**src/rtl/blob_pkg.sv**
```systemverilog
// Shared types and default geometry for the blob bounding-box tracker.
package blob_pkg;

  typedef logic [7:0]  coord_t;
  typedef logic [15:0] count_t;

  typedef enum logic [1:0] {
    IDLE    = 2'd0,
    SCAN    = 2'd1,
    PUBLISH = 2'd2
  } state_t;

  localparam int DEF_IMG_W      = 160;
  localparam int DEF_IMG_H      = 120;
  localparam int DEF_MIN_PIXELS = 16;
  localparam int DEF_RUN_LEN    = 3;

  localparam coord_t COORD_MIN_INIT = 8'hFF;
  localparam coord_t COORD_MAX_INIT = 8'h00;
  localparam count_t COUNT_SAT      = 16'hFFFF;

endpackage

```
**src/rtl/blob_raster_counter.sv**
```systemverilog
// Raster x/y position tracker; clear restarts at (0,0) in the same cycle so a
// pixel arriving alongside the frame start is treated as the first pixel.
module blob_raster_counter
  import blob_pkg::*;
#(
  parameter int IMG_W = DEF_IMG_W,
  parameter int IMG_H = DEF_IMG_H
) (
  input  logic   clk,
  input  logic   rst_n,
  input  logic   clear,
  input  logic   advance,
  output coord_t x,
  output coord_t y,
  output logic   last
);

  localparam coord_t X_LAST = coord_t'(IMG_W - 1);
  localparam coord_t Y_LAST = coord_t'(IMG_H - 1);

  coord_t x_q, x_d;
  coord_t y_q, y_d;
  logic   line_end;

  assign x        = clear ? '0 : x_q;
  assign y        = clear ? '0 : y_q;
  assign line_end = (x == X_LAST);
  assign last     = line_end && (y == Y_LAST);

  always_comb begin
    x_d = x;
    y_d = y;
    if (advance) begin
      if (line_end) begin
        x_d = '0;
        y_d = last ? '0 : y + 8'd1;
      end else begin
        x_d = x + 8'd1;
      end
    end
  end

  always_ff @(posedge clk or negedge rst_n) begin
    if (!rst_n) begin
      x_q <= '0;
      y_q <= '0;
    end else begin
      x_q <= x_d;
      y_q <= y_d;
    end
  end

endmodule

```
**src/rtl/blob_bbox.sv**
```systemverilog
// Per-frame bounding box and pixel count of motion pixels.
// Define BLOB_RUN_FILTER_EN to qualify only pixels inside horizontal runs of RUN_LEN or more.
module blob_bbox
  import blob_pkg::*;
#(
  parameter int IMG_W      = DEF_IMG_W,
  parameter int IMG_H      = DEF_IMG_H,
  parameter int MIN_PIXELS = DEF_MIN_PIXELS,
  parameter int RUN_LEN    = DEF_RUN_LEN
) (
  input  logic        iClock,
  input  logic        iReset,
  input  logic        iFrameStart,
  input  logic        iPixelValid,
  input  logic        iMotion,
  output logic [7:0]  oXmin,
  output logic [7:0]  oXmax,
  output logic [7:0]  oYmin,
  output logic [7:0]  oYmax,
  output logic        oNewCoord,
  output logic        oFrameDone,
  output logic [15:0] oPixelCount
);

  localparam count_t MIN_C = count_t'(MIN_PIXELS);

  if (IMG_W < 2 || IMG_W > 256 || IMG_H < 2 || IMG_H > 256 || RUN_LEN < 1) begin : g_cfg_check
    $error("blob_bbox: parameter out of range");
  end

  state_t state_q, state_d;
  logic   done_q, done_d;
  coord_t rxmin_q, rxmin_d, rxmax_q, rxmax_d, rymin_q, rymin_d, rymax_q, rymax_d;
  count_t cnt_q, cnt_d;
  coord_t xmin_q, xmin_d, xmax_q, xmax_d, ymin_q, ymin_d, ymax_q, ymax_d;
  logic   new_q, new_d, fdone_q, fdone_d;
  count_t pcnt_q, pcnt_d;

  logic   accept, qualify, last_px;
  coord_t px_x, px_y, xmin_cand;
  coord_t rxmin_b, rxmax_b, rymin_b, rymax_b;
  count_t cnt_b;

  // done_q marks the cycle after the final pixel; it blocks further
  // acceptance and gives the extra pipeline stage before publishing.
  assign accept = iPixelValid && (iFrameStart || (state_q == SCAN && !done_q));

  blob_raster_counter #(.IMG_W(IMG_W), .IMG_H(IMG_H)) u_raster (
    .clk     (iClock),
    .rst_n   (iReset),
    .clear   (iFrameStart),
    .advance (accept),
    .x       (px_x),
    .y       (px_y),
    .last    (last_px)
  );

`ifdef BLOB_RUN_FILTER_EN
  localparam count_t RUN_C = count_t'(RUN_LEN);
  count_t run_q, run_d, run_b, run_inc;
  logic   line_end;

  assign line_end = (px_x == coord_t'(IMG_W - 1));
  assign run_b    = iFrameStart ? '0 : run_q;
  assign run_inc  = (run_b >= RUN_C) ? RUN_C : run_b + 16'd1;

  always_comb begin
    run_d     = run_b;
    qualify   = 1'b0;
    xmin_cand = px_x;
    if (accept) begin
      if (iMotion) begin
        qualify = (run_inc == RUN_C);
        // The first qualifying pixel of a run pulls in the run's start.
        if (run_b == RUN_C - 16'd1)
          xmin_cand = px_x - coord_t'(RUN_LEN - 1);
        run_d = line_end ? '0 : run_inc;
      end else begin
        run_d = '0;
      end
    end
  end

  always_ff @(posedge iClock or negedge iReset) begin
    if (!iReset) run_q <= '0;
    else         run_q <= run_d;
  end
`else
  assign qualify   = accept && iMotion;
  assign xmin_cand = px_x;
`endif

  always_comb begin
    rxmin_b = iFrameStart ? COORD_MIN_INIT : rxmin_q;
    rxmax_b = iFrameStart ? COORD_MAX_INIT : rxmax_q;
    rymin_b = iFrameStart ? COORD_MIN_INIT : rymin_q;
    rymax_b = iFrameStart ? COORD_MAX_INIT : rymax_q;
    cnt_b   = iFrameStart ? '0 : cnt_q;

    rxmin_d = rxmin_b;
    rxmax_d = rxmax_b;
    rymin_d = rymin_b;
    rymax_d = rymax_b;
    cnt_d   = cnt_b;
    if (qualify) begin
      if (xmin_cand < rxmin_b) rxmin_d = xmin_cand;
      if (px_x > rxmax_b)      rxmax_d = px_x;
      if (px_y < rymin_b)      rymin_d = px_y;
      if (px_y > rymax_b)      rymax_d = px_y;
      cnt_d = (cnt_b == COUNT_SAT) ? COUNT_SAT : cnt_b + 16'd1;
    end

    done_d  = accept && last_px;
    state_d = state_q;
    case (state_q)
      SCAN:    if (done_q) state_d = PUBLISH;
      PUBLISH: state_d = IDLE;
      default: state_d = IDLE;
    endcase
    if (iFrameStart) state_d = SCAN;

    xmin_d  = xmin_q;
    xmax_d  = xmax_q;
    ymin_d  = ymin_q;
    ymax_d  = ymax_q;
    new_d   = new_q;
    pcnt_d  = pcnt_q;
    fdone_d = (state_q == PUBLISH);
    if (state_q == PUBLISH) begin
      pcnt_d = cnt_q;
      // A zero count never publishes, keeping the min <= max invariant.
      if (cnt_q >= MIN_C && cnt_q != '0) begin
        xmin_d = rxmin_q;
        xmax_d = rxmax_q;
        ymin_d = rymin_q;
        ymax_d = rymax_q;
        new_d  = 1'b1;
      end else begin
        new_d = 1'b0;
      end
    end
  end

  always_ff @(posedge iClock or negedge iReset) begin
    if (!iReset) begin
      state_q <= IDLE;
      done_q  <= 1'b0;
      rxmin_q <= COORD_MIN_INIT;
      rxmax_q <= COORD_MAX_INIT;
      rymin_q <= COORD_MIN_INIT;
      rymax_q <= COORD_MAX_INIT;
      cnt_q   <= '0;
      xmin_q  <= '0;
      xmax_q  <= '0;
      ymin_q  <= '0;
      ymax_q  <= '0;
      new_q   <= 1'b0;
      fdone_q <= 1'b0;
      pcnt_q  <= '0;
    end else begin
      state_q <= state_d;
      done_q  <= done_d;
      rxmin_q <= rxmin_d;
      rxmax_q <= rxmax_d;
      rymin_q <= rymin_d;
      rymax_q <= rymax_d;
      cnt_q   <= cnt_d;
      xmin_q  <= xmin_d;
      xmax_q  <= xmax_d;
      ymin_q  <= ymin_d;
      ymax_q  <= ymax_d;
      new_q   <= new_d;
      fdone_q <= fdone_d;
      pcnt_q  <= pcnt_d;
    end
  end

  assign oXmin       = xmin_q;
  assign oXmax       = xmax_q;
  assign oYmin       = ymin_q;
  assign oYmax       = ymax_q;
  assign oNewCoord   = new_q;
  assign oFrameDone  = fdone_q;
  assign oPixelCount = pcnt_q;

endmodule
```
**config.mk**
```make
export PLATFORM = sky130hd
export DESIGN_NAME = blob_bbox
export DESIGN_NICKNAME = d
export VERILOG_FILES = /design/src/rtl/blob_pkg.sv /design/src/rtl/blob_raster_counter.sv /design/src/rtl/blob_bbox.sv
export SDC_FILE = /design/constraint.sdc
export NUM_CORES = 1
export LEC_CHECK = 0
export CORE_UTILIZATION = 60
export CTS_CLUSTER_SIZE = 25
export DETAILED_ROUTE_END_ITERATION = 7
export GPL_TIMING_DRIVEN = 0
export PLACE_DENSITY = 0.83
export SLEW_MARGIN = 20
export SYNTH_ARGS = -nofsm -noshare
export SYNTH_HDL_FRONTEND = slang
export SYNTH_SLANG_ARGS = --single-unit
```
**constraint.sdc**
```tcl
create_clock -name iClock -period 3.9 [get_ports iClock]
set_input_delay 0.39 -clock iClock [delete_from_list [all_inputs] [get_ports iClock]]
set_output_delay 0.39 -clock iClock [all_outputs]
set_load 0.01 [all_outputs]
```
# Yosys cells after proc, flatten, opt, wreduce, memory -nomap -nowiden
# Cells that the tools add are included.
# totals
register_bits	117
latchBits	0
mem_bits_rw	0
mem_bits_ro	0
input_bits	5
out_inout_bits	50
wordCells	66
n_memories	0
# op_classes
add_sub_neg	3
multipliers	0
n_div	0
magnitude_cmp	5
n_eq_ne	6
n_shift	0
mux	26
bitwise	0
n_reduce_logical	10
# ops
cell	count
two-way mux 8 bit	19
two-way mux 16 bit	3
adder 16 x 1 -> 16 bit, second input constant	1
adder 8 x 1 -> 8 bit, second input constant	2
equality test 16 bit, second input constant	1
greater-or-equal comparator 16 x 5 -> 1 bit, second input constant	1
greater-than comparator 8 bit	2
less-than comparator 8 bit	2
nonzero test 16 bit	1
equality test 8 x 7 -> 1 bit, second input constant	1
equality test 8 bit, second input constant	1
logical AND 1 bit	6
two-way mux 2 bit	3
inequality test 3 bit, second input constant	1
equality test 2 x 1 -> 1 bit, second input constant	1
equality test 2 bit, second input constant	1
AND reduction 2 bit	1
logical NOT 1 bit	1
logical OR 1 bit	1
two-way mux 1 bit	1

# Depth between registers and ports, before layout
# Gate-level depths: netlist of the first run.
# depth
ltp_word	6
depth_mapped	14
depth_no_buf	10

# Cells and area by module
# Synthesis of the first run repeated with hierarchy kept, for this count alone.
# hier_totals
cells_unflattened	506
hier_area_um2	5824.3
# by_module_without_submodules
mod	instances	cells_per_inst	area_each_um2
blob_bbox	1	405	4898.4
blob_raster_counter	1	101	925.9

# Worst setup path before layout of the first run
# OpenSTA, ideal clock, no wires.
# synth_timing
path_type	input -> register
start	input port iFrameStart
end	register rymin_q[0]
setup_ps	75
arrival_time_ps	2889
required_time_ps	3825
setup_slack_ps	936
path_stages	12
n_path_buf	3
cell_sequence	inv_1 buf_2 clkbuf_1 buf_1 nand2_1 inv_1 ha_1 a31oi_1 maj3_1 o21bai_2 a2111oi_4 mux2i_1
# synth_via
elab_chain_cells	4
elab_cells_between_ends	8
cone_classes	order compare (1); mux (4); reduce/logical (3)
# synth_rtl
item	line	rtl
start, declared	blob_bbox.sv:13	input logic iFrameStart,
two-way mux 8 bit, or another cell as far along	blob_raster_counter.sv:26	assign y = clear ? '0 : y_q;
less-than comparator 8 bit / logical AND 1 bit (equally long branches)	blob_bbox.sv:108, blob_bbox.sv:46	
two-way mux 8 bit / logical AND 1 bit (equally long branches)	blob_bbox.sv:108, blob_bbox.sv:89	
two-way mux 8 bit (*)	blob_bbox.sv:105	if (qualify) begin
net rymin_d[0]	blob_bbox.sv:33	coord_t rxmin_q, rxmin_d, rxmax_q, rxmax_d, rymin_q, rymin_d, rymax_q, rymax_d;
end signal, assigned	blob_bbox.sv:165	rymin_q <= rymin_d;
end, declared	blob_bbox.sv:33	
# Mark *: on every way through the listed nets, which the timed path passes. The rest lies on a longest branch.
# A chain may end at the register's enable or synchronous reset.

# Worst setup path in the final report of the first run
# layout_timing
start	input port iFrameStart
end	register rxmin_q[7]
# layout_via
elab_chain_cells	4
elab_cells_between_ends	8
cone_classes	order compare (1); mux (4); reduce/logical (3)
# layout_rtl
item	line	rtl
two-way mux 8 bit, or another cell as far along	blob_raster_counter.sv:25	assign x = clear ? '0 : x_q;
less-than comparator 8 bit / logical AND 1 bit (equally long branches)	blob_bbox.sv:106, blob_bbox.sv:46	
two-way mux 8 bit / logical AND 1 bit (equally long branches)	blob_bbox.sv:106, blob_bbox.sv:89	
two-way mux 8 bit (*)	blob_bbox.sv:105	
net rxmin_d[7]	blob_bbox.sv:33	
end signal, assigned	blob_bbox.sv:163	rxmin_q <= rxmin_d;
end, declared	blob_bbox.sv:33	
# Marks and branches as above.

==> results of run 1 <==
-- state kept, by name, indices dropped and copies added (netlist names) --
| register | cells |
|---|---|
| done_q | 1 |
| oFrameDone | 1 |
| oYmin | 8 |
| u_raster.x_q | 8 |
| state_q | 2 |
| oXmin | 8 |
| rxmax_q | 8 |
| rxmin_q | 8 |
| u_raster.y_q | 8 |
| cnt_q | 16 |
| rymin_q | 8 |
| rymax_q | 8 |
| oYmax | 8 |
| oXmax | 8 |
| oPixelCount | 16 |
| oNewCoord | 1 |
-- placed cells by master, fill, tap and decap left out, types with 8 or more instances in the layout --
cell,synthesis,layout
clkbuf_16,0,16
inv_1,23,23
mux2_2,49,49
nand3_1,17,17
clkdlybuf4s50_1,0,53
a21oi_1,13,13
clkbuf_1,10,14
xnor2_1,10,10
nor2_1,29,29
mux2i_1,30,30
buf_2,9,9
xor2_1,11,11
o21ai_0,21,21
dfstp_2,16,16
nand2_1,52,52
nor4_1,8,8
nor3_1,9,9
dfrtp_1,101,101
ha_1,25,25
-- worst max-delay path by stage --
| stage | endpoint | from | slack, ps |
|---|---|---|---|
| after floorplan | rymin_q[0] | iFrameStart | 940 |
| after global placement | oYmin[4] | iReset | -1860 |
| after detailed placement | rymin_q[4] | iFrameStart | -520 |
| after CTS | rymin_q[4] | iFrameStart | 40 |
| after global routing | rxmin_q[1] | iFrameStart | 100 |
| final | rxmin_q[7] | iFrameStart | 350 |
-- metal layers --
layer  up-vias  part of all wire, %  GRT usage [%]
met5         -                    0              0
met4         0                  2.2           10.6
met3        25                  4.6           6.96
met2       143                   50           44.2
met1      2101                   43           35.5
li1       1928                    -              -
-- through the flow --
stage               std cells  setup WS [ps]  hold slack (ps)  utilization, %
finish                    704            350              387            75.9
CTS                       702           43.6              421            75.7
detailed placement        669           -523              385            69.2
global placement          668          -1860              460            68.9
global route              704            103              456            75.9
floorplan                 503            936             94.4               -
-- cell type report --
| cell class | count | area [µm²] | share of cell area [%] |
|---|---|---|---|
| Sequential cell | 117 | 2950 | 42.2 |
| Multi-Input combinational cell | 341 | 2530 | 36.3 |
| Timing Repair Buffer | 58 | 594 | 8.52 |
| Clock buffer | 23 | 457 | 6.54 |
| Tap cell | 111 | 139 | 1.99 |
| Clock inverter | 9 | 128 | 1.83 |
| Buffer | 22 | 96.3 | 1.38 |
| Inverter | 23 | 86.3 | 1.24 |
-- critical path, cell delays in order --
cell,delay [ps]
clkdlybuf4s50_1,570
buf_2,290
clkbuf_1,430
clkbuf_1,500
nor2_1,160
ha_1,310
a221o_1,300
a41oi_1,180
o21ai_0,140
a211o_1,300
buf_2,200
mux2i_1,200
-- what timing repair did --
item,4_1_cts,5_1_grt
buffers inserted,0,2
resized for setup,0,2
gates cloned,0,0
hold buffers,1,0
endpoints found under the hold margin,47,0
pin swaps,1,1
endpoints found under the setup margin,1,11
-- kinds of logic after synthesis --
kind of cell             after synthesis
flip-flops                           117
XOR/XNOR                              21
adder cells (fa/ha/maj)               26
AND/OR/NAND/NOR                      153
buffers and inverters                 45
AO/OA/AOI/OAI                         62
multiplexers                          79
-- power groups by stage --
stage / clock network (mW) / logic [mW] / registers [mW]
after floorplan: 0 / 0.0886 / 1.30
after global placement: 0 / 0.145 / 1.30
after detailed placement: 0 / 0.155 / 1.30
after CTS: 1.54 / 0.158 / 1.28
after global routing: 1.60 / 0.178 / 1.29
final: 1.53 / 0.160 / 1.28
==> reports/results.ini, run 1 <==
[pwr]
internal_power_mw = 2.32
p_comb_share_pct = 5.4
peakVddDrop_uv = 390
switchingPower_mw = 0.652
p_total_mw = 2.98
powerDensity_mw_per_mm2 = 426
p_sw_share_pct = 21.9
p_clk_share_pct = 51.5
power_frac_seq_pct = 43.1
leakage_nw = 3.36

[sta]
skew_ps = 10.5
slew_violations = 0
finalHoldViolations = 0
fin_crit_ps = 3550
post-route-period-util_pct = 91.0
grt_setup_unrepaired = no
fin_setup_tns_ps = 0
max_slew_margin_pct = 24.8
fmax_mhz = 282
tightest_slew_ps = 1120
setup_viol = 0

[die]
die_h_um = 99.1
die-area_mm2 = 0.00982
core_area_mm2 = 0.00920
fp-row-count = 35
start_util_pct = 61.5
io_pins = 55
die_w_um = 99.1

[setup_path]
reg2reg_depth = 5
cp_max_fo = 10
cp-end-kind = flip-flop
cp.arrival_ps = 3990
r2r_setup_slack_ps = 1240
rr_endpoint = oYmin[1]
worstPathRequired_ps = 4340
cp-start-kind = primary input
crit_type = in -> reg
timing.rr.start = state_q[0]

[cts]
clk_path_buf_depth = 2
clkLatencyLatePin_ps = 520
cts_buffers = 17
clkSinkCount = 117
h-tree-depth = 4
clk_pin_slew_ps = 50
tritoncts = yes
cts-root-buf = clkbuf_8

[yosys]
synth_area_leaders = dfrtp_1 (45%), mux2_2 (9.8%), dfstp_2 (7.4%)
synth_top_family_by_area = multiplexers
syn_nets = 533
synth_fa_ha_area_share_pct = 5.70
yosys_warnings = 0
ys_ff_latch = 117
syn_avg_cell_area_um2 = 11.3
seq_area_frac_synth_pct = 52.1
netlist_instances = 503
synth_edf_count = 0
synth_largest_area_cell = dfrtp_1
syn_area_mm2 = 0.00566
netlist.area_leader.share_pct = 44.7
synth-compound-area-share_pct = 7.47
async_reset_ff_share_pct = 100
synth_cell_types = 48
synth_xor_area_share_pct = 3.25
synth.most_common_cell = dfrtp_1
synth_commonest_cells = dfrtp_1 (101), nand2_1 (52), mux2_2 (49)
yosys.area_share.simple_pct = 13.2
synthFlopType = dfrtp_1
synth_mux_area_share_pct = 15.1

[global_routing]
grt_pass1_vias = 4136
overflow = 0
grt_pass1_wl_um = 20400
antenna_found_initial = 0
grt_use_total_pct = 27.2
grt_max_degree = 63

[placement]
place_congestion = 0.924
place_hpwl_um = 8480
place_area_mm2 = 0.00637
port_buffers = 54

[cells_and_area]
area_growth_pct = 23.3
layout-drive-gt1-share_pct = 18.9
final_area_mm2 = 0.00698
fill_cells = 582
n_antenna_cell = 0
nets = 610

[route]
drc = 0
dr.first_iter.drc_count = 259
wl_per_cell_um = 17.5
drt_first_pass_iters = 5
routed_via_density = 5.96
detailroute.via_count = 4197
wirelength_um = 12300
antenna_left = 0

[run_status]
status = finished clean

[flow_run]
cap_viol_max_count = 0

[hold_path]
min_path_type = in -> async

Note: power is estimated with default switching activity, not from simulation.
==> run 2, diff against run 1 <==
--- a/config.mk
+++ b/config.mk
@@ -5,11 +5,12 @@
 export SDC_FILE = /design/constraint.sdc
 export NUM_CORES = 1
 export LEC_CHECK = 0
+export ABC_AREA = 1
 export CORE_UTILIZATION = 60
 export CTS_CLUSTER_SIZE = 25
 export DETAILED_ROUTE_END_ITERATION = 7
 export GPL_TIMING_DRIVEN = 0
-export PLACE_DENSITY = 0.83
+export PLACE_DENSITY = 0.82
 export SLEW_MARGIN = 20
 export SYNTH_ARGS = -nofsm -noshare
 export SYNTH_HDL_FRONTEND = slang
==> reports/results.ini, run 2 <==
[cells_and_area]
instances_no_fill = 1063  ; +51%
n_antenna_cell = 0  ; unchanged
most-common-layout-cells = nand2_1 (264), inv_1 (112), dfrtp_1 (101)
nets = 945  ; +55%
area_growth_pct = 20.7
layout-drive-gt1-share_pct = 10.0  ; -8.9 points
fin_util_pct = 74.7  ; -1.2 points
mostFrequentLayoutCell = nand2_1

[setup_path]
worstPathRequired_ps = 4320  ; -20 ps
cp_max_fo = 10  ; unchanged
crit_type = in -> reg
reg2reg_depth = 9  ; +4
cp-start-kind = primary input
rr_endpoint = rxmax_q[0]
cp-end-kind = flip-flop
cp.arrival_ps = 3500  ; -490 ps
timing.rr.start = u_raster.x_q[3]
critPathLaunch = iFrameStart
setup.worst_path.end = rymax_q[1]
r2r_setup_slack_ps = 1740  ; +500 ps

[sta]
fmax_mhz = 325  ; +15%
skew_ps = 9.06  ; -1.42 ps
post-route-period-util_pct = 78.8  ; -12 points
tightest_slew_ps = 617  ; -506 ps
slew_violations = 0  ; unchanged
max_slew_margin_pct = 58.7  ; +34 points
grt_setup_unrepaired = no
setup_viol = 0  ; unchanged
fin_crit_ps = 3070  ; -476 ps
finalHoldViolations = 0  ; unchanged
fin_hold_ws_ps = 388  ; +1.33 ps

[yosys]
synth.most_common_cell = nand2_1
synth_largest_area_cell = dfrtp_1
ys_ff_latch = 117  ; unchanged
synth_edf_count = 0  ; unchanged
syn_nets = 870  ; +63%
synth_cell_types = 35  ; -27%
seq_area_frac_synth_pct = 46.1  ; -6.0 points
yosys_warnings = 0  ; unchanged
netlist.area_leader.share_pct = 39.5  ; -5.1 points
async_reset_ff_share_pct = 100  ; unchanged
netlist_instances = 840  ; +67%
syn_avg_cell_area_um2 = 7.61  ; -32%
synth_commonest_cells = nand2_1 (264), inv_1 (112), dfrtp_1 (101)
syn_area_mm2 = 0.00639  ; +13%
synthFlopType = dfrtp_1
synth_area_leaders = dfrtp_1 (40%), nand2_1 (16%), dfstp_2 (6.6%)

[pwr]
leakage_nw = 3.80  ; +13%
powerDensity_mw_per_mm2 = 378  ; -11%
power_frac_seq_pct = 43.2  ; about the same
p_total_mw = 2.92  ; -1.9%
internal_power_mw = 2.28  ; -2.1%
p_clk_share_pct = 51.7  ; +0.2 points
p_sw_share_pct = 22.0  ; +0.092 points
p_comb_share_pct = 5.1  ; -0.3 points
switchingPower_mw = 0.642  ; -1.5%
peakVddDrop_uv = 339  ; -13%

[route]
drt_first_pass_iters = 5  ; unchanged
dr.first_iter.drc_count = 411  ; +59%
wirelength_um = 15700  ; +27%
drc = 0  ; unchanged
routed_via_density = 5.47  ; -8.3%
detailroute.via_count = 5814  ; +39%
wl_per_cell_um = 14.8  ; -16%
antenna_left = 0  ; unchanged

[run_status]
status = finished clean

[die]
die_w_um = 105  ; +6.1%
fp-row-count = 37  ; +5.7%
die_h_um = 105  ; +6.1%
core_area_mm2 = 0.0103  ; +12%
io_pins = 55  ; unchanged
start_util_pct = 61.9  ; +0.37 points
die-area_mm2 = 0.0111  ; +13%

[global_routing]
grt_use_total_pct = 31.3  ; +4.1 points
overflow = 0  ; unchanged
grt_pass1_wl_um = 26800  ; +31%
grt_max_degree = 64  ; +1.6%
grt_pass1_vias = 5888  ; +42%
antenna_found_initial = 0  ; unchanged

[cts]
cts_buffers = 17  ; unchanged
cts-root-buf = clkbuf_8
tritoncts = yes
clkLatencyLatePin_ps = 540  ; +20 ps
clk_path_buf_depth = 2  ; unchanged
post_cts_buffers = 0  ; unchanged
cts_resized = 0  ; unchanged
clk_pin_slew_ps = 60  ; about the same
hold_buffers = 1  ; unchanged
clkSinkCount = 117  ; unchanged
h-tree-depth = 4  ; unchanged

[hold_path]
min_path_type = in -> async

[placement]
dp_cells = 1031  ; +54%
port_buffers = 54  ; unchanged
place_congestion = 0.898  ; -2.8%
place_hpwl_um = 11300  ; +33%

[flow_run]
cap_viol_max_count = 0  ; unchanged

## run 2: changes by cell type in the layout (fill, tap and decap cells not counted), sizes merged, moves of 5 or more
cell | before | now
o21ai | 21 | 49
xor2 | 11 | 6
nor4 | 8 | 3
xnor2 | 10 | 0
nand2 | 52 | 273
inv | 23 | 114
nand4 | 6 | 13
nand2b | 6 | 0
mux2 | 49 | 0
nand3 | 17 | 82
and3 | 6 | 0
nor2 | 29 | 102
mux2i | 30 | 0
nor2b | 6 | 0
## run 2: layout make-up
cell class                 instances  area, µm²
clock buffer                      27        502
timing repair buffer              56        579
sequential                       117       2950
buffer                            22        120
multi-input combinational        587       2900
inverter                         114        428
tap                              136        170
clock inverter                     4       70.1
fill                             779       2610
## run 2: stage by stage
step	cell area (µm²)	TNS [ps]	setup WS, ps
2_1_floorplan	6390	0	1560
3_3_place_gp	7100	-200450	-1910
3_5_place_dp	7130	0	360
4_1_cts	7710	0	896
5_1_grt	7710	0	622
6_report	7710	0	826
## run 2: power groups by stage
stage	Sequential (mW)	Clock, mW	Combinational, mW
6_report	1.26	1.51	0.150
3_3_place_gp	1.28	0	0.139
2_1_floorplan	1.28	0	0.0863
4_1_cts	1.26	1.53	0.150
5_1_grt	1.26	1.58	0.169
3_5_place_dp	1.28	0	0.149
## run 2: kinds of logic (layout without fill, tap and decap cells)
group / after synthesis / count (layout) / synth area share (%)
simple gates: 485 / 485 / 33.2
fa+ha+maj: 25 / 25 / 4.89
flops: 117 / 117 / 46.1
xor+xnor: 6 / 6 / 0.822
compound gates: 71 / 71 / 6.36
buf+inv: 136 / 223 / 8.57
## run 2: worst max-delay path, cell delays in order
cell and delay, ps:
clkdlybuf4s50_1 610, buf_6 250, buf_6 210, buf_2 300, buf_2 360, nor2_1 120, inv_1 80, ha_1 220
nand2_1 60, nor2_1 60, nand2_1 60, nor2_1 60, a21oi_2 350, nand2_2 190, nand2_1 110, nand2_1 60
## run 2: per-layer routing
metal  wire (µm)  track usage, %  part of all wire, %
met1        6230            35.6                   40
met2        8150            53.8                   52
met3         765            7.86                  4.9
met4         549            17.0                  3.5
met5           0               0                    0
## run 2: worst min path at each step
stage,cells after the start,slack (ps),end
2_1_floorplan,0,90,cnt_q[0]
3_3_place_gp,2,460,oPixelCount[13]
3_5_place_dp,1,380,oXmax[4]
4_1_cts,2,380,rxmax_q[4]
5_1_grt,2,410,rxmax_q[4]
6_report,2,390,oPixelCount[1]
==> run 3, diff against run 2 <==
--- a/config.mk
+++ b/config.mk
@@ -6,11 +6,11 @@
 export NUM_CORES = 1
 export LEC_CHECK = 0
 export ABC_AREA = 1
-export CORE_UTILIZATION = 60
+export CORE_UTILIZATION = 58
 export CTS_CLUSTER_SIZE = 25
 export DETAILED_ROUTE_END_ITERATION = 7
 export GPL_TIMING_DRIVEN = 0
-export PLACE_DENSITY = 0.82
+export PLACE_DENSITY = 0.8
 export SLEW_MARGIN = 20
 export SYNTH_ARGS = -nofsm -noshare
 export SYNTH_HDL_FRONTEND = slang
==> constraint.sdc (replaced) <==
create_clock -name iClock -period 2.83 [get_ports iClock]
set_input_delay 0.283 -clock iClock [delete_from_list [all_inputs] [get_ports iClock]]
set_output_delay 0.283 -clock iClock [all_outputs]
set_load 0.01 [all_outputs]
==> reports/results.ini, run 3 (synthesized netlist as in run 2, its figures left out) <==
[sta]
fin_crit_ps = 2540
slew_violations = 0  ; unchanged
grt_setup_unrepaired = no
fin_ws_ps = 288  ; -537 ps
fin_setup_tns_ps = 0  ; unchanged
fmax_mhz = 393
max_slew_margin_pct = 58.0  ; -0.71 points
tightest_slew_ps = 628  ; +10.5 ps
skew_ps = 6.97  ; -2.10 ps
setup_viol = 0  ; unchanged
finalHoldViolations = 0  ; unchanged
post-route-period-util_pct = 89.8

[setup_path]
cp_max_fo = 19  ; +9
cpLargestDelayFamily = buffers and inverters
cp-start-kind = primary input
cp-end-kind = flip-flop
cp_cell_sequence = clkdlybuf4s50_1 -> buf_6 -> buf_6 -> clkbuf_4 -> nor2_1 -> inv_1 -> ha_1 -> nand2_1 -> nor2_1 -> nand2_1 -> nand2_1 -> nand2_1 -> nand2_2 -> nand2_2 -> nand2_1 -> nand2_1
critPathMaxStageDelay_ps = 510  ; -100 ps
r2r_setup_slack_ps = 690  ; -1050 ps
worstPathBufferInverterCount = 5  ; -1
path_depth = 16  ; unchanged
crit_type = in -> reg
path_common_cell = nand2_1
worstPathRequired_ps = 3250  ; -1070 ps
reg2reg_depth = 9  ; unchanged
critical_path.slowest_cell = clkdlybuf4s50_1
critPathLaunch = iFrameStart
setup.worst_path.end = rymax_q[2]
rr_endpoint = rxmax_q[0]
cp.arrival_ps = 2960  ; -540 ps
timing.rr.start = u_raster.x_q[3]

[route]
drt_first_pass_iters = 5  ; unchanged
detailroute.via_count = 5781  ; -0.57%
antenna_left = 0  ; unchanged
routed_via_density = 5.42  ; -0.85%
wl_per_cell_um = 14.4  ; -2.1%
dr.first_iter.drc_count = 375  ; -8.8%
wirelength_um = 15400  ; -1.9%
drc = 0  ; unchanged

[cells_and_area]
area_growth_pct = 21.7
layout-drive-gt1-share_pct = 10.5  ; +0.51 points
final_area_mm2 = 0.00778  ; +0.83%
n_antenna_cell = 0  ; unchanged
most-common-layout-cells = nand2_1 (264), inv_1 (112), dfrtp_1 (101)
nets = 947  ; +0.21%
fill_cells = 829  ; +6.4%
mostFrequentLayoutCell = nand2_1

[global_routing]
grt_max_degree = 72  ; +13%
grt_pass1_vias = 5741  ; -2.5%
grt_busiest_layer = met2
antenna_found_initial = 0  ; unchanged
grt_use_total_pct = 29.2  ; -2.1 points
grtUsageMet1_pct = 33.0  ; -2.7 points
overflow = 0  ; unchanged
met2_usage_pct = 51.4  ; -2.4 points
grt_use_met3_pct = 6.81  ; -1.1 points
grt_pass1_wl_um = 25500  ; -4.7%

[die]
die_w_um = 107  ; +1.7%
die_h_um = 107  ; +1.7%
die-area_mm2 = 0.0114  ; +3.4%
fp-row-count = 37  ; unchanged
io_pins = 55  ; unchanged
start_util_pct = 60.8  ; -1.1 points
core_area_mm2 = 0.0105  ; +1.8%

[placement]
place_hpwl_um = 11000  ; -2.6%
dp_slack_ps = -524  ; -884 ps
place_area_mm2 = 0.00713  ; unchanged
place_congestion = 0.920  ; +2.5%
port_buffers = 54  ; unchanged

[cts]
clk_path_buf_depth = 2  ; unchanged
clk_pin_slew_ps = 60  ; about the same
clkLatencyLatePin_ps = 530  ; about the same
h-tree-depth = 4  ; unchanged
cts-root-buf = clkbuf_8
cts_buffers = 17  ; unchanged
tritoncts = yes
clkSinkCount = 117  ; unchanged

[run_status]
status = finished clean

[pwr]
p_total_mw = 4.14  ; +42%
powerDensity_mw_per_mm2 = 533  ; +41%
peakVddDrop_uv = 619  ; +82%
leakage_nw = 3.83  ; +0.62%

[flow_run]
cap_viol_max_count = 0  ; unchanged

[hold_path]
min_path_type = in -> async

## run 3: cell types whose count changed in the layout (fill, tap and decap cells not counted)
cell,change
a21oi_2,-1
clkbuf_8,-3
clkinv_2,+2
buf_4,+3
bufinv_16,+2
buf_2,-2
clkbuf_1,-2
clkbuf_4,+1
clkinvlp_4,+2
a21oi_4,+1
## run 3: worst min-delay path by stage
stage                          end  slack [ps]  depth (start not counted)
floorplan                 cnt_q[0]         -10                          0
global placement    oPixelCount[3]         460                          2
detailed placement        oXmax[5]         240                          1
CTS                       oXmax[5]         250                          2
global route              oXmax[5]         290                          2
finish                    oXmax[5]         260                          2
## run 3: repair_timing
action | 4_1_cts | 5_1_grt
resized for setup | 0 | 2
hold endpoints to repair | 45 | 0
endpoints found under the setup margin | 0 | 32
buffers inserted | 0 | 3
hold buffers | 1 | 0
## run 3: power breakdown
part,switching (mW),internal [mW]
sequential,0.0170,1.72
clock,0.728,1.47
combinational,0.152,0.0575
## run 3: stage by stage
stage | std cells | hold WS [ps] | utilization [%]
after floorplan | 840 | -12.6 | -
after global placement | 1030 | 455 | 67.6
after detailed placement | 1031 | 240 | 67.9
after CTS | 1064 | 252 | 73.7
after global routing | 1066 | 286 | 74.0
final | 1066 | 258 | 74.0
## run 3: area by class of cell
class	instances	area (µm²)	area share [%]
Tap cell	136	170	2.19
Clock buffer	22	453	5.82
Sequential cell	117	2950	37.9
Timing Repair Buffer	59	602	7.74
Buffer	21	118	1.51
Clock inverter	10	155	2.00
Inverter	114	428	5.50
Multi-Input combinational cell	587	2900	37.3
## run 3: routing by layer
| layer | up-vias | share of wire, % |
|---|---|---|
| met4 | 0 | 3.5 |
| met5 | - | 0 |
| met1 | 2757 | 42 |
| li1 | 2815 | - |
| met2 | 164 | 51 |
| met3 | 45 | 3.8 |
